`src/rtl/rr_bus_arb.sv`:
```
// Round-robin bus arbiter: one owner at a time, single-cycle turnaround between
// owners, release on request drop, unlocked done, or hold-limit timeout.
module rr_bus_arb #(
  parameter int NUM_REQ  = 4,
  parameter int MAX_HOLD = 16,
  localparam int IDW = (NUM_REQ > 1) ? $clog2(NUM_REQ) : 1,
  localparam int CW  = $clog2(MAX_HOLD)
) (
  input  logic               clk,
  input  logic               rst_n,
  input  logic [NUM_REQ-1:0] req,
  input  logic [NUM_REQ-1:0] lock,
  input  logic               done,
  output logic [NUM_REQ-1:0] grant,
  output logic [IDW-1:0]     grant_idx,
  output logic               grant_vld,
  output logic               timeout
);

  typedef enum logic {IDLE, BUSY} state_t;

  localparam logic [CW-1:0]  HOLD_LAST = CW'(MAX_HOLD - 1);
  localparam logic [IDW-1:0] IDX_LAST  = IDW'(NUM_REQ - 1);

  state_t             state;
  logic [IDW-1:0]     ptr;
  logic [CW-1:0]      hold_cnt;

  logic [IDW-1:0]     win_idx;
  logic [NUM_REQ-1:0] win_oh;
  logic               found;
  logic               rel_a, rel_b, rel_c;
  logic [IDW-1:0]     ptr_nxt;

  // First pass searches at or above ptr, second pass wraps to the bottom.
  always_comb begin
    win_idx = '0;
    found   = 1'b0;
    for (int i = 0; i < NUM_REQ; i++) begin
      if (!found && req[i] && (IDW'(i) >= ptr)) begin
        win_idx = IDW'(i);
        found   = 1'b1;
      end
    end
    for (int i = 0; i < NUM_REQ; i++) begin
      if (!found && req[i]) begin
        win_idx = IDW'(i);
        found   = 1'b1;
      end
    end
    win_oh          = '0;
    win_oh[win_idx] = 1'b1;
  end

  // grant_idx doubles as the owner register while BUSY.
  assign rel_a   = !req[grant_idx];
  assign rel_b   = done && !lock[grant_idx];
  assign rel_c   = (hold_cnt == HOLD_LAST);
  assign ptr_nxt = (grant_idx == IDX_LAST) ? '0 : grant_idx + IDW'(1);

  always_ff @(posedge clk or negedge rst_n) begin
    if (!rst_n) begin
      state     <= IDLE;
      ptr       <= '0;
      hold_cnt  <= '0;
      grant     <= '0;
      grant_idx <= '0;
      grant_vld <= 1'b0;
      timeout   <= 1'b0;
    end else begin
      timeout <= 1'b0;
      case (state)
        IDLE: begin
          if (|req) begin
            state     <= BUSY;
            grant     <= win_oh;
            grant_idx <= win_idx;
            grant_vld <= 1'b1;
            hold_cnt  <= '0;
          end
        end
        BUSY: begin
          if (rel_a || rel_b || rel_c) begin
            state     <= IDLE;
            grant     <= '0;
            grant_idx <= '0;
            grant_vld <= 1'b0;
            hold_cnt  <= '0;
            ptr       <= ptr_nxt;
            timeout   <= rel_c && !rel_a && !rel_b;
          end else if (hold_cnt != HOLD_LAST) begin
            hold_cnt <= hold_cnt + CW'(1);
          end
        end
        default: state <= IDLE;
      endcase
    end
  end

endmodule

```
`config.mk`:
```
export PLATFORM = sky130hd
export DESIGN_NAME = rr_bus_arb
export DESIGN_NICKNAME = d
export VERILOG_FILES = /design/src/rtl/rr_bus_arb.sv
export SDC_FILE = /design/constraint.sdc
export NUM_CORES = 1
export LEC_CHECK = 0
export ABC_AREA = 0
export CAP_MARGIN = 20
export CORE_MARGIN = 2
export CORE_UTILIZATION = 43
export DETAILED_ROUTE_END_ITERATION = 8
export PLACE_DENSITY = 0.73
export SYNTH_ARGS = -nofsm -noshare
export SYNTH_HDL_FRONTEND = slang
export SYNTH_SLANG_ARGS = --single-unit
```
`constraint.sdc`:
```
create_clock -name clk -period 1.7 [get_ports clk]
set_clock_uncertainty 0.2 [all_clocks]
set_input_delay 0.34 -clock clk [delete_from_list [all_inputs] [get_ports clk]]
set_output_delay 0.34 -clock clk [all_outputs]
set_load 0.005 [all_outputs]
```
* Word-level counts from Yosys, hierarchy flattened
Cells that the tools add are included.
** Storage, ports and cells
- Memory bits (writable) :: 0
- Memories kept :: 0
- ROM bits :: 0
- Register bits after elaboration :: 15
- Latch bits :: 0
- Word-level logic and storage cells :: 93
- Output and inout port bits :: 8
- Input port bits :: 11
** Cells by class
- Shift operators :: 0
- Mux-type cells :: 39
- Add/subtract/negate cells :: 2
- Reduce and logical (&&, ||, !) cells :: 31
- Eq/ne operators :: 6
- $lt $le $gt $ge :: 7
- Div/mod/pow operators :: 0
- Multiply operators :: 0
- Bitwise gates (word level) :: 1
** Operators with widths (number)
- $mux 4 :: 5
- $mux 2 :: 9
- $mux 1 :: 17
- $pmux 4 s2 :: 2
- $logic_and 1x1->1 :: 15
- $logic_not 1->1 :: 10
- $lt 2x3->1 const B :: 2
- $reduce_and 2->1 :: 3
- $add 4x1->4 const B :: 1
- $bmux 1 s2 :: 2
- $eq 4x4->1 const B :: 1
- $ge 1x2->1 const A :: 2
- $ge 2x2->1 const A :: 2
- $ne 4x4->1 const B :: 1
- $pmux 1 s2 :: 2
- $pmux 2 s2 :: 1
- $reduce_or 4->1 :: 1
- $ne 3x1->1 const B :: 1
- $add 2x1->2 const B :: 1
- $demux 1 s2 :: 1
- $eq 2x2->1 const B :: 1
- $ge 2x1->1 const B :: 1
- $logic_or 1x1->1 :: 2
- $ne 2x1->1 const B :: 1
- 2 further kinds :: 2

* Depth between registers and ports, before layout
- Depth after elaboration :: 33
- Depth in mapped cells :: 5
- Gate-level depth less buffers :: 5

* Worst setup path before layout
No wires, ideal clock.
- Kind :: reg2reg
- From :: register grant_idx[0]
- To :: register ptr[0]
- Slack :: 0.009 ns
- Buffers on the path :: 0
- Data arrival time :: 1.363 ns
- Setup time :: 0.128 ns
- Clock period less this slack :: 1.691 ns
- Data required time :: 1.372 ns
- Cell stages (with the launch flop) :: 6
- Cells stage by stage :: dfrtp_1 nand2b_1 o221ai_2 o21a_2 a21boi_2 mux2_1
** Between the ends
- Word-level cells in the longest chain between the ends :: 7
- Elaborated cells between the ends (all ways) :: 13
- Those cells by class :: add/sub (1); eq/ne (1); mux (5); reduce/logical (6)
** RTL lines
- from (decl) :: RTL line 15 : output logic [IDW-1:0] grant_idx,
- from (signal assigned) :: RTL line 77 : grant_idx <= win_idx;
- $bmux 1 s2 :: RTL line 57 : assign rel_b = done && !lock[grant_idx];
- $mux 1 (implied by the code) :: RTL line 57
- $logic_not 1->1 :: RTL line 57
- $logic_and 1x1->1 :: RTL line 57
- $logic_or 1x1->1 (2 in a row) :: RTL line 83 : if (rel_a || rel_b || rel_c) begin
- $reduce_and 2->1 (no source line)
- to (signal assigned) :: RTL line 89 : ptr <= ptr_nxt;
- to (decl) :: RTL line 26 : logic [IDW-1:0] ptr;
Several ways; a longest one is shown, not always the timed one. The select of a mux whose other input is x is not followed.
A chain may end at the register's enable or synchronous reset.

* Final worst setup path
- From :: register grant_idx[0]
- To :: register ptr[1]
The elaborated chain is that of the path after synthesis.

==> qor.tcl <==
set qor(vias_in_the_first_global_route) 697
set qor(grt_remaining_overflow) 0
set qor(chipHeight_um) 47.6
set qor(post_synth_inst_count) 76
set qor(chipWidth_um) 47.6
set qor(clk_path_buf_depth) 2
set qor(seqPwrFrac_pct) 34.1
set qor(status) {finished, final reports clean}
set qor(switching_share_pct) 35.6
set qor(critical_path.n_buffers_inverters) 0
set qor(clk-insertion-delay-late_ps) 280
set qor(internal_power_mw) 1.12
set qor(worst_setup_path_end_kind) {flop}
set qor(avgRoutedWirePerCell_um) 13.9
set qor(post_route_antenna_net_violation_count) 0
set qor(drt-vias-per-instance) 5.25
set qor(setup-violations-final) 0
set qor(report.final.hold_viol_count) 0
set qor(leading_cell_type_in_the_layout_fill_and_taps_excluded) {buf_4}
set qor(hold_class) {input pin to asynchronous set/reset pin}
set qor(crit_path_max_fanout) 6
set qor(path_delay_family) {compound AO/OA/AOI/OAI gates}
set qor(final_nets) 124
set qor(antenna_found_initial) 0
set qor(initial_utilization_pct) 46.3
set qor(post-route-drc-count) 0
set qor(final.setup.worst_slack_ps) 11.9
set qor(headroom_to_the_max_slew_limit_pct) 77.3
set qor(synth_warnings) 0
set qor(grtUsageTotal_pct) 18.1
set qor(power_frac_comb_pct) 54.0
set qor(design.die.area_mm2) 0.00226
set qor(drt_iter0_drc) 6
set qor(diodes) 0
set qor(placement.setup.worst_slack_ps) -498
set qor(syn_nets) 89
set qor(cellPowerDensity_mw_per_mm2) 1390
set qor(final_period_minus_worst_setup_slack_ps) 1690
set qor(cap_viol_max_count) 0
set qor(worst_pin_slew_ps) 340
set qor(post_synth_edffs) 0
set qor(design.portCount) 19
set qor(ys_async_sr_fraction_pct) 100
set qor(syn_area_um2) 817
set qor(routability_congestion_estimate_from_global_placement) 0.700
set qor(floorplan.core_area_mm2) 0.00176
set qor(synth.avg_cell_area_um2) 10.8
set qor(p_sw_mw) 0.618
set qor(crit_path_start_kind) {flop}
set qor(crit_arrival_ps) 1660
set qor(most_used_cells_in_the_layout_excluding_fill_and_tap_cells) {buf_4 (13), dfrtp_1 (12), dlygate4sd2_1 (8), dlymetal6s2s_1 (8)}
set qor(clock-sinks) 15
set qor(placement_rows) 15
set qor(dp_hpwl_mm) 1.24
set qor(firstDrtPassIters) 4
set qor(synth.lib_cells_used.distinct) 35
set qor(cts_tree) {done}
set qor(clk_transition_reported_paths_ps) 100
set qor(routed_wire_length_mm) 1.87
set qor(biggest_area_consumer_among_synthesized_cells) {dfrtp_1}
set qor(cts-buffers-inserted) 3
set qor(p_leak_nw) 0.672
set qor(rsz0062_at_grt) {yes}
set qor(maximum_number_of_pins_on_one_net_before_global_route_repair) 16
set qor(fin_crit_sh_pct) 99.3
set qor(finalCoreUtilization_pct) 70.6
set qor(ys.flop_type) {dfrtp_1}
set qor(worst-setup-path-type) {flop to flop}
set qor(critical_path.cell_chain) {nand2_2, o32ai_4, o21a_4, a21boi_4, mux2_4}
set qor(layout-area-overhead-vs-synth_pct) 52.4
set qor(wire_length_of_the_first_global_routing_pass_mm) 2.87
set qor(max_clock_freq_mhz) 592
set qor(cts_root_buf) {clkbuf_4}
set qor(vias_after_detailed_routing) 709
set qor(ir_drop_mv) 0.879
set qor(total_power_mw) 1.74
set qor(final_area_mm2) 0.00124
set qor(synth.yosys.seq_area_share_pct) 45.9
set qor(cpPeakStageDelay_ps) 460
set qor(worstPathRequired_ps) 1670
set qor(fraction_of_final_layout_cells_sized_beyond_drive_strength_1_pct) 35.5
set qor(dpl-instance-area_mm2) 0.00108
set qor(ys_seq_elements) 15
set qor(synth_top_area_share_pct) 45.9
set qor(cts.htree.levels) 1
set qor(clock_power_share_pct) 11.9
set qor(critical_path.slowest_cell) {dfrtp_2}
set qor(buffer_ports.inserted) 18
set qor(synthTopCellsByArea) {dfrtp_1 (46%), a21o_1 (3.7%), nand2_1 (3.7%)}
set qor(timing.final.max_slew_violations) 0
per-layer routing:
| metal | vias to the layer above | track usage [%] | wire (µm) |
|---|---|---|---|
| li1 | 348 | - | - |
| met1 | 343 | 24.8 | 869 |
| met2 | 16 | 30.3 | 900 |
| met3 | 2 | 2.64 | 89 |
| met4 | 0 | 4.86 | 12 |
| met5 | - | 0 | 0 |
stage by stage:
stage	hold slack, ps	TNS, ps	cells
final	161	0	135
after global routing	178	-186	135
after CTS	168	-48.1	134
after detailed placement	265	-5570	126
after global placement	266	-5350	126
after floorplan	-156	0	76
Yosys cell counts, types with 2 or more instances:
cell type  number
o21ai_1         2
nand2b_1        3
nor3b_1         2
a21o_1          4
nor2_1          7
nor2b_1         3
nand2_1         8
nand3_1         3
mux2_1          2
ha_1            2
dfrtp_1        15
a22o_1          2
power groups by stage:
stage	sequential (mW)	combinational (mW)	clock (mW)
2_1_floorplan	0.589	0.441	0
3_3_place_gp	0.598	0.736	0
3_5_place_dp	0.603	0.748	0
4_1_cts	0.589	0.901	0.209
5_1_grt	0.607	1.03	0.227
6_report	0.592	0.938	0.207
flip-flops by register name, summed over array words and instances (netlist names):
name,count
grant,4
hold_cnt,4
grant_idx,2
ptr,2
grant_vld,1
state,1
timeout,1
final timing paths:
| kind | to | from | slack, ps | cells past startpoint |
|---|---|---|---|---|
| worst min register to register | grant_vld$_DFFE_PN0P_ | grant_vld$_DFFE_PN0P_ | 290 | 1 |
| max in group asynchronous | grant_idx[0]$_DFFE_PN0P_ | rst_n | 950 | 2 |
| min in group clk | grant_vld$_DFFE_PN0P_ | grant_vld$_DFFE_PN0P_ | 290 | 1 |
| worst max register to register | ptr[1]$_DFFE_PN0P_ | grant_idx[0]$_DFFE_PN0P_ | 10 | 5 |
| worst min-delay path | ptr[1]$_DFFE_PN0P_ | rst_n | 160 | 2 |
| worst max-delay path | ptr[1]$_DFFE_PN0P_ | grant_idx[0]$_DFFE_PN0P_ | 10 | 5 |
what timing repair did:
action	CTS	global route
gates cloned	0	0
hold buffers	0	0
pin swaps	5	3
buffers inserted	4	1
hold endpoints to repair	0	0
gates resized for setup	20	13
endpoints found under the setup margin	13	15
layout make-up:
type | count | area, µm²
multi-input combinational | 59 | 515
inverter | 1 | 3.75
clock inverter | 1 | 5.00
timing repair buffer | 31 | 288
clock buffer | 3 | 22.5
sequential | 15 | 379
fill | 136 | 519
tap | 25 | 31.3
logic make-up after synthesis:
kind of cell / count (synthesis) / share of synthesized area (%)
compound gates: 21 / 24.0
mux: 3 / 3.98
fa+ha+maj: 2 / 3.06
flops: 15 / 45.9
simple gates: 33 / 21.9
buf+inv: 2 / 1.07
No activity file was read; power rests on OpenSTA's default activity.
